File: src/rtl/hazard_unit_sb_pkg.sv
// hazard_unit_sb_pkg: shared constants for the hazard/forwarding controller.
//   RFIDX_W_DEF : default register-index width
//   FWD_*       : forward-select encodings driven on forwardA/forwardB
//   lstate_t    : load-use stall FSM states
package hazard_unit_sb_pkg;

    localparam int RFIDX_W_DEF = 5;

    localparam logic [1:0] FWD_RF = 2'b00;
    localparam logic [1:0] FWD_W  = 2'b01;
    localparam logic [1:0] FWD_M  = 2'b10;

    typedef enum logic {
        IDLE   = 1'b0,
        LSTALL = 1'b1
    } lstate_t;

endpackage

File: src/rtl/hazard_scoreboard.sv
// hazard_scoreboard: per-register pending-write bits for MDU results plus MDU occupancy.
// Ports:
//   clk, rstn            clock, asynchronous active-low reset
//   start, wr, set_idx   MDU launch, launch writes a register, its destination
//   done, clr_idx        MDU result written back, its destination
//   rs1, rs2, rd         read-port indices
//   busy_rs1/rs2/rd      pending bit of each read port
//   full                 MDU_MAX ops in flight
module hazard_scoreboard
    import hazard_unit_sb_pkg::*;
#(
    parameter int RFIDX_W = RFIDX_W_DEF,
    parameter int MDU_MAX = 2
) (
    input  logic               clk,
    input  logic               rstn,
    input  logic               start,
    input  logic               wr,
    input  logic [RFIDX_W-1:0] set_idx,
    input  logic               done,
    input  logic [RFIDX_W-1:0] clr_idx,
    input  logic [RFIDX_W-1:0] rs1,
    input  logic [RFIDX_W-1:0] rs2,
    input  logic [RFIDX_W-1:0] rd,
    output logic               busy_rs1,
    output logic               busy_rs2,
    output logic               busy_rd,
    output logic               full
);

    localparam int DEPTH = 2**RFIDX_W;

    logic [DEPTH-1:0] sb, sb_next;
    logic [2:0]       cnt;

    // Clear first so a same-cycle relaunch on the completing register keeps it pending.
    always_comb begin
        sb_next = sb;
        if (done) sb_next[clr_idx] = 1'b0;
        if (start && wr && set_idx != '0) sb_next[set_idx] = 1'b1;
    end

    always_ff @(posedge clk or negedge rstn) begin
        if (!rstn) begin
            sb  <= '0;
            cnt <= '0;
        end else begin
            sb  <= sb_next;
            cnt <= cnt + 3'(start) - 3'(done);
        end
    end

    assign busy_rs1 = sb[rs1];
    assign busy_rs2 = sb[rs2];
    assign busy_rd  = sb[rd];
    assign full     = (cnt == 3'(MDU_MAX));

    a_no_start_full: assert property (@(posedge clk) disable iff (!rstn) !(start && full));
    a_no_done_empty: assert property (@(posedge clk) disable iff (!rstn) !(done && cnt == '0));

endmodule

File: src/rtl/hazard_unit_sb.sv
// hazard_unit_sb: stall/flush/forward controller for the 5-stage pipeline.
// Ports:
//   clk, rstn                          clock, asynchronous active-low reset
//   validD, rs1D, rs2D, rdD            D-stage instruction and its indices
//   use_rs1D, use_rs2D, regwriteD, mduD D-stage operand use / write / MDU op
//   rs1E, rs2E, rdE                    E-stage indices
//   regwriteE, memreadE, mdu_startE    E writes rd / is a load / launches MDU op
//   redirectE                          taken branch/jump resolved in E
//   regwriteM, rdM, regwriteW, rdW     M/W writeback info for forwarding
//   mdu_done, mdu_rd                   MDU writeback and its destination
//   stallF, stallD, flushD, flushE     pipeline controls
//   forwardA, forwardB                 operand source select (00 RF, 10 M, 01 W)
//   stall_cnt                          saturating count of stallD cycles
module hazard_unit_sb
    import hazard_unit_sb_pkg::*;
#(
    parameter int RFIDX_W    = RFIDX_W_DEF,
    parameter int LOAD_STALL = 1,
    parameter int MDU_MAX    = 2,
    parameter int CNT_W      = 16
) (
    input  logic               clk,
    input  logic               rstn,
    input  logic               validD,
    input  logic [RFIDX_W-1:0] rs1D,
    input  logic [RFIDX_W-1:0] rs2D,
    input  logic [RFIDX_W-1:0] rdD,
    input  logic               use_rs1D,
    input  logic               use_rs2D,
    input  logic               regwriteD,
    input  logic               mduD,
    input  logic [RFIDX_W-1:0] rs1E,
    input  logic [RFIDX_W-1:0] rs2E,
    input  logic [RFIDX_W-1:0] rdE,
    input  logic               regwriteE,
    input  logic               memreadE,
    input  logic               mdu_startE,
    input  logic               redirectE,
    input  logic               regwriteM,
    input  logic               regwriteW,
    input  logic [RFIDX_W-1:0] rdM,
    input  logic [RFIDX_W-1:0] rdW,
    input  logic               mdu_done,
    input  logic [RFIDX_W-1:0] mdu_rd,
    output logic               stallF,
    output logic               stallD,
    output logic               flushD,
    output logic               flushE,
    output logic [1:0]         forwardA,
    output logic [1:0]         forwardB,
    output logic [CNT_W-1:0]   stall_cnt
);

    lstate_t    state, state_next;
    logic [2:0] lcnt, lcnt_next;
    logic       busy_rs1, busy_rs2, busy_rd, mdu_full;
    logic       load_haz, load_stall, sb_stall, cap_stall, stall_any;
    logic       m_ok, w_ok;

    hazard_scoreboard #(
        .RFIDX_W (RFIDX_W),
        .MDU_MAX (MDU_MAX)
    ) u_sb (
        .clk      (clk),
        .rstn     (rstn),
        .start    (mdu_startE),
        .wr       (regwriteE),
        .set_idx  (rdE),
        .done     (mdu_done),
        .clr_idx  (mdu_rd),
        .rs1      (rs1D),
        .rs2      (rs2D),
        .rd       (rdD),
        .busy_rs1 (busy_rs1),
        .busy_rs2 (busy_rs2),
        .busy_rd  (busy_rd),
        .full     (mdu_full)
    );

    assign load_haz  = memreadE & regwriteE & (rdE != '0) & validD &
                       ((use_rs1D & (rdE == rs1D)) | (use_rs2D & (rdE == rs2D)));
    // The rdD term holds a later writer behind a pending MDU result (WAW).
    assign sb_stall  = validD & ((use_rs1D & busy_rs1) | (use_rs2D & busy_rs2) | (regwriteD & busy_rd));
    assign cap_stall = validD & mduD & mdu_full;

    // The detecting cycle is the first bubble; LSTALL supplies the remaining LOAD_STALL-1.
    always_comb begin
        state_next = state;
        lcnt_next  = lcnt;
        load_stall = 1'b0;
        if (state == LSTALL) begin
            load_stall = 1'b1;
            if (lcnt == '0) state_next = IDLE;
            else lcnt_next = lcnt - 3'd1;
        end else if (load_haz) begin
            load_stall = 1'b1;
            if (LOAD_STALL > 1) begin
                state_next = LSTALL;
                lcnt_next  = 3'(LOAD_STALL - 2);
            end
        end
        // The D instruction is wrong-path on a redirect, so its pending load stall is dropped.
        if (redirectE) begin
            state_next = IDLE;
            lcnt_next  = '0;
        end
        stall_any = load_stall | sb_stall | cap_stall;
        // Outputs are held low while in reset, whatever the inputs are doing.
        stallF = rstn & ~redirectE & stall_any;
        stallD = rstn & ~redirectE & stall_any;
        flushE = rstn & (redirectE | stall_any);
        flushD = rstn & redirectE;
    end

    always_ff @(posedge clk or negedge rstn) begin
        if (!rstn) begin
            state     <= IDLE;
            lcnt      <= '0;
            stall_cnt <= '0;
        end else begin
            state <= state_next;
            lcnt  <= lcnt_next;
            if (stallD && stall_cnt != '1) stall_cnt <= stall_cnt + 1'b1;
        end
    end

    assign m_ok     = regwriteM & (rdM != '0);
    assign w_ok     = regwriteW & (rdW != '0);
    assign forwardA = !rstn ? FWD_RF : (m_ok && rdM == rs1E) ? FWD_M : (w_ok && rdW == rs1E) ? FWD_W : FWD_RF;
    assign forwardB = !rstn ? FWD_RF : (m_ok && rdM == rs2E) ? FWD_M : (w_ok && rdW == rs2E) ? FWD_W : FWD_RF;

endmodule

File: config.mk
export PLATFORM = sky130hd
export DESIGN_NAME = hazard_unit_sb
export DESIGN_NICKNAME = d
export VERILOG_FILES = /design/src/rtl/hazard_unit_sb_pkg.sv /design/src/rtl/hazard_scoreboard.sv /design/src/rtl/hazard_unit_sb.sv
export SDC_FILE = /design/constraint.sdc
export NUM_CORES = 1
export LEC_CHECK = 0
export ABC_AREA = 1
export CAP_MARGIN = 20
export CORE_ASPECT_RATIO = 0.9
export CORE_MARGIN = 1.5
export CORE_UTILIZATION = 48
export DETAILED_ROUTE_END_ITERATION = 16
export GPL_TIMING_DRIVEN = 0
export PLACE_DENSITY = 0.78
export SETUP_SLACK_MARGIN = 0.4
export SLEW_MARGIN = 0
export SYNTH_ARGS = -nofsm -noshare
export SYNTH_HDL_FRONTEND = slang
export SYNTH_SLANG_ARGS = --single-unit
File: constraint.sdc
create_clock -name clk -period 1.9 [get_ports clk]
set_clock_uncertainty 0.1 [all_clocks]
set_input_delay 0.38 -clock clk [delete_from_list [all_inputs] [get_ports clk]]
set_output_delay 0.38 -clock clk [all_outputs]
set_load 0.1 [all_outputs]
==> Yosys cells after proc, flatten, opt, wreduce, memory -nomap -nowiden <==
Cells that the tools add are included.
{ "op_classes": {"eq_ne": 9, "n_reduce_logical": 15, "muxes": 26, "order_cmp": 7, "n_bitwise": 28, "addsub": 4} }
{ "ops": {"columns": ["cell", "n"], "rows": [
  ["$mux 32", 2],
  ["$and 32x32->32", 1],
  ["$not 32->32", 1],
  ["$or 32x32->32", 1],
  ["$eq 5x5->1", 6],
  ["$lt 5x6->1 const B", 5],
  ["$and 1x1->1", 18],
  ["$add 16x1->16 const B", 1],
  ["$ne 16x16->1 const B", 1],
  ["$bmux 1 s5", 3],
  ["$reduce_bool 5->1", 3],
  ["$mux 1", 12],
  ["$demux 1 s5", 2],
  ["$ge 5x1->1 const B", 2],
  ["$logic_and 1x1->1", 9],
  ["$mux 3", 3],
  ["$mux 2", 4],
  ["$or 1x1->1", 6],
  ["$add 3x1->3", 1],
  ["$eq 3x2->1 const B", 1],
  ["$logic_not 3->1", 1],
  ["$sub 3x1->3", 1],
  ["$sub 3x1->3 const B", 1],
  ["$ne 2x2->1 const B", 1],
  ["other kinds (3)", 3]
]} }
{ "word_totals": {"elab_cells": 94, "reg_bits": 55, "out_inout_bits": 24} }

==> Logic depth before layout (Yosys ltp) <==
{ "logic_depth": {"ltp_word": 10, "depth_mapped": 17} }

==> By module <==
Synthesis repeated with hierarchy kept, for this count alone.
{ "unflattened": {"cells_unflattened": 672, "area_unflattened_um2": 4365.4} }
{ "modules_own_cells": {"columns": ["module", "cells_each", "n_inst", "area_per_inst_um2", "seq_area_each_um2"], "rows": [
  ["hazard_scoreboard", 391, 1, 2542.4, 875.8],
  ["hazard_unit_sb", 281, 1, 1823.0, 500.5]
]} }

==> Worst setup path after synthesis <==
No wires, ideal clock.
{ "synth_path": {"path_type": "input to output", "from": "in rs2D[0]", "to": "out stallF", "t_arrival_ns": 4.015, "path_slack_ns": -2.595, "path_stages": 14, "n_path_buf": 3, "cell_sequence": "buf_6 > inv_6 > buf_6 > nand2_1 > nand3_1 > nand3_1 > nand2_1 > nand2_1 > nand3_1 > nand3_2 > nand3_2 > nand2_2 > a21boi_0 > buf_4"} }
{ "synth_via": {"elab_chain_cells": 9, "elab_cells_between_ends": 15} }
{ "synth_lines": {"columns": ["item", "line_no", "rtl"], "rows": [
  ["from (decl)", "hazard_unit_sb.sv:26", "input logic [RFIDX_W-1:0] rs2D,"],
  ["$bmux 1 s5 / $eq 5x5->1 (equally long branches)", "hazard_scoreboard.sv:54, hazard_unit_sb.sv:81", null],
  ["$mux 1 (implied by the code) / $and 1x1->1 (equally long branches)", "hazard_scoreboard.sv:54, hazard_unit_sb.sv:81", null],
  ["$and 1x1->1 / $or 1x1->1 (equally long branches)", "hazard_unit_sb.sv:83, hazard_unit_sb.sv:81", null],
  ["$or 1x1->1 / $and 1x1->1 (equally long branches)", "hazard_unit_sb.sv:83, hazard_unit_sb.sv:80", null],
  ["$or 1x1->1 / $mux 1 (equally long branches)", "hazard_unit_sb.sv:83, hazard_unit_sb.sv:95", null],
  ["$and 1x1->1 / $mux 1 (equally long branches)", "hazard_unit_sb.sv:83, hazard_unit_sb.sv:91", null],
  ["$or 1x1->1 * (2 in series)", "hazard_unit_sb.sv:107", "stall_any = load_stall | sb_stall | cap_stall;"],
  ["$and 1x1->1 *", null, null],
  ["to (decl)", "hazard_unit_sb.sv:45", "output logic stallF,"]
]} }
Every way passes the cells marked *; elsewhere a longest branch is shown, timed or not. The select of a mux whose other input is x is not followed.

==> Worst setup path after layout <==
{ "layout_path": {"from": "reg u_sb.sb[24]", "to": "out stallF"} }
{ "layout_via": {"elab_chain_cells": 9, "elab_cells_between_ends": 15} }
{ "layout_lines": {"columns": ["item", "line_no", "rtl"], "rows": [
  ["from (decl)", "hazard_scoreboard.sv:33", "logic [DEPTH-1:0] sb, sb_next;"],
  ["from (signal assigned)", "hazard_scoreboard.sv:48", "sb <= sb_next;"],
  ["$bmux 1 s5, on equally long branches", "hazard_scoreboard.sv:53, hazard_scoreboard.sv:54", null],
  ["$mux 1, on equally long branches", "hazard_scoreboard.sv:53, hazard_scoreboard.sv:54", null],
  ["$and 1x1->1", "hazard_unit_sb.sv:83", "assign sb_stall = validD & ((use_rs1D & busy_rs1) | (use_rs2D & busy_rs2) | (regwriteD & busy_rd));"],
  ["$or 1x1->1", "hazard_unit_sb.sv:83", null],
  ["$or 1x1->1 *", "hazard_unit_sb.sv:83", null],
  ["$and 1x1->1 *", "hazard_unit_sb.sv:83", null],
  ["$or 1x1->1 * (2 in series)", "hazard_unit_sb.sv:107", null],
  ["$and 1x1->1 *", "hazard_unit_sb.sv:109", "stallF = rstn & ~redirectE & stall_any;"]
]} }
Marks and branches as above.

==> results.py <==
metrics = {
    "yosys": {
        "synth_cell_types": 36,
        "synth_top_area_frac": 0.3242,
        "ys_top_cells_by_area": "dfrtp_1, nand2_1, nand3_1",
        "synthesis.nets": 688,
        "yosys_warnings": 0,
        "ys_seq_area_frac": 0.3242,
        "synth_edf_count": 0,
        "netlist_instances": 623,
        "yosysTopAreaCell": "dfrtp_1",
        "syn_area_per_cell_um2": 6.814,
        "syn-cell-area_um2": 4245,
        "async_flop_share": 1.000,
        "ys_ff_latch": 55,
        "synth_ff_type": "dfrtp_1",
    },
    "route": {
        "drc": 0,
        "vias_per_cell": 5.954,
        "wl_per_cell_um": 18.88,
        "wl_mm": 16.35,
        "drtPass1Iterations": 5,
        "ant_nets": 0,
        "dr.first_iter.drc_count": 510,
        "dr_total_vias": 5156,
    },
    "clock_tree": {
        "cts.sinks": 55,
        "cts_max_level": 2,
        "numCtsBuffers": 5,
        "cts_tree": "done",
        "ctsLongestPathBuffers": 2,
        "clk_pin_slew_worst_paths_ns": 0.12,
        "clkLatencyLatePin_ns": 0.32,
        "root_buffer": "clkbuf_8",
    },
    "sta": {
        "fin_crit_sh": 1.317,
        "slew_viol_final": 0,
        "fin_hold_ws_ns": 0.2102,
        "setup_viol": 23,
        "worst_pin_slew_ns": 0.4122,
        "finalSetupTns_ns": -5.954,
        "max_freq_ghz": 0.3995,
        "setup_slack_ns": -0.6029,
        "relSlewSlack": 0.7231,
        "hold_violations": 0,
        "rsz0062_at_grt": "yes",
        "layout_min_cycle_time_ns": 2.503,
    },
    "placement": {
        "post-place-cells": 818,
        "port_buffers": 75,
        "place_congestion": 0.9913,
        "dp_hpwl_mm": 10.50,
    },
    "flow_run": {
        "max_cap_viol_count": 0,
    },
    "setup_path": {
        "crit_buf_inv": 2,
        "crit_arrival_ns": 2.02,
        "crit_fanout": 4,
        "slowest_stage": "dfrtp_1",
        "crit_chain": "nand2_1, nand3_1, nand3_1, nand2_1, nand2_1, nand3_1, nand3_4, nand3_4, nand2_4, a21boi_4, buf_12, buf_12",
        "endpoint_kind": "primary output",
        "critPathMaxStageDelay_ns": 0.46,
        "setup.worst_path.start_class": "register",
        "critical_path.top_delay_family": "simple AND/OR/NAND/NOR gates",
        "critPathRequiredTime_ns": 1.42,
        "worst-setup-path-type": "register to primary output",
    },
    "global_routing": {
        "grt_max_degree": 20,
        "grt_pass1_vias": 4667,
        "grt_first_pass_wirelength_mm": 23.68,
        "overflow": 0,
        "antenna_found_initial": 0,
        "grt_use_total": 0.3254,
    },
    "cells_and_area": {
        "area_delta_synth_final_pct": 51.13,
        "layout-drive-gt1-share": 0.3333,
        "antenna_cells": 0,
        "fin_nets": 811,
        "stdcell_count": 866,
    },
    "floorplanning": {
        "rows": 32,
        "die_w_um": 102.1,
        "core-area_um2": 8568,
        "start_util": 0.4955,
        "ios": 83,
        "fp.dieArea_um2": 9418,
        "dieHeight_um": 92.22,
    },
    "pwr": {
        "p_leak_nw": 2.782,
        "power_density_nw_per_um2": 696.5,
        "vdd_ir_drop_max_v": 0.0008901,
        "finalPower_mw": 4.469,
    },
    "run_status": {
        "violations": "negative setup slack",
        "status": "finished, violations left",
    },
    "worst_hold_path": {
        "min_path_type": "input port to async pin",
    },
}
[layer usage]
| layer | vias up | track usage | part of all wire |
|---|---|---|---|
| met1 | 2429 | 0.4715 | 0.39 |
| met3 | 51 | 0.05030 | 0.11 |
| met2 | 348 | 0.5033 | 0.47 |
| li1 | 2328 | - | - |
| met5 | - | 0 | 0 |
| met4 | 0 | 0.09018 | 0.028 |
[worst register-to-register path, stage by stage, from the launching register on]
cell	delay, ns
dfrtp_1	0.46
nand2_1	0.09
nand3_1	0.07
nand3_1	0.08
nand2_1	0.07
nand2_1	0.05
nand3_1	0.13
nand3_4	0.10
nand3_4	0.11
nand2_4	0.08
buf_4	0.15
buf_6	0.11
nand2_4	0.08
nand3_4	0.12
buf_6	0.17
nand2_1	0.07
nand2_1	0.08
[area by class of cell]
| cell class | count | area, um2 |
|---|---|---|
| tap | 119 | 148.9 |
| timing repair buffer | 116 | 1299 |
| fill | 611 | 2152 |
| clock buffer | 6 | 72.57 |
| buffer | 20 | 211.5 |
| multi-input combinational | 482 | 2952 |
| inverter | 66 | 272.8 |
| clock inverter | 2 | 37.54 |
| sequential | 55 | 1423 |
[final timing paths]
| path | startpoint | end | slack (ns) | cells past startpoint |
|---|---|---|---|---|
| max in group asynchronous | rstn | u_sb.sb[21] | 0.80 | 3 |
| max | u_sb.sb[24] | stallF | -0.60 | 12 |
| min reg2reg | stall_cnt[7] | stall_cnt[7] | 0.47 | 2 |
| max reg2reg | u_sb.sb[24] | stall_cnt[2] | -0.29 | 16 |
| min in group clk | rdE[0] | u_sb.sb[5] | 0.43 | 3 |
| min | rstn | stall_cnt[1] | 0.21 | 5 |
[synth_stat cells, types with 2 or more instances]
cell type	n
o41ai_1	2
a21oi_1	4
o21ai_0	67
nor3_1	18
buf_2	7
o22ai_1	4
buf_4	2
nor2_1	16
ha_1	5
nor2_2	3
nand4_1	17
buf_6	10
inv_2	3
nand2_2	2
xnor2_1	16
nor4_1	3
a221oi_1	2
dfrtp_1	55
inv_6	3
nand3_2	4
xor2_1	14
or2_2	3
nand2_1	184
nand3_1	108
inv_1	60
[state kept, by name (all words and copies together) (netlist names)]
name	count
lcnt	3
u_sb.cnt	3
state	1
u_sb.sb	32
stall_cnt	16
[cells in the final DEF, fill, tap and decap left out, types with 8 or more instances in the layout]
cell,instances
o21ai_1,14
nand3_2,16
buf_12,16
nand4_1,17
clkdlybuf4s50_1,15
inv_2,16
nor3_1,11
nand2_1,169
nor2_1,8
buf_8,11
nand3_1,88
dfrtp_2,31
nand3_4,8
buf_4,25
o21ai_0,53
dfrtp_1,22
nand2_2,13
xor2_1,13
dlygate4sd2_1,10
inv_1,44
buf_2,20
buf_6,28
xnor2_1,13
nor2_4,8
[report_power, final]
part | switching [mW] | total, mW | internal (mW)
clock | 0.407 | 0.801 | 0.395
sequential | 0.301 | 1.69 | 1.39
combinational | 1.13 | 1.98 | 0.847
total | 1.84 | 4.47 | 2.63
[cells by family (layout without fill, tap and decap cells)]
group,count (synthesis),after routing,share of synthesized area
fa+ha+maj,6,6,0.01945
flops,55,55,0.3242
buf+inv,86,210,0.1037
compound gates,88,88,0.1147
simple gates,358,358,0.3761
xor+xnor,30,30,0.06189
[stage by stage]
step                area (um2)  utilization  setup slack [ns]
CTS                       6141       0.7167           -0.5541
floorplan                 4519            -           -0.6966
detailed placement        5434       0.6342            -1.917
finish                    6416       0.7488           -0.6029
global route              6416       0.7488           -0.6849
global placement          5419       0.6324            -4.097
[what timing repair did]
action	4_1_cts	5_1_grt
cloned	5	1
endpoints found under the hold margin	20	0
endpoints found under the setup margin	74	66
hold buffers	2	0
setup buffers	25	7
pin swaps	37	38
resized for setup	370	83
No activity file was read; power rests on OpenSTA's default activity.
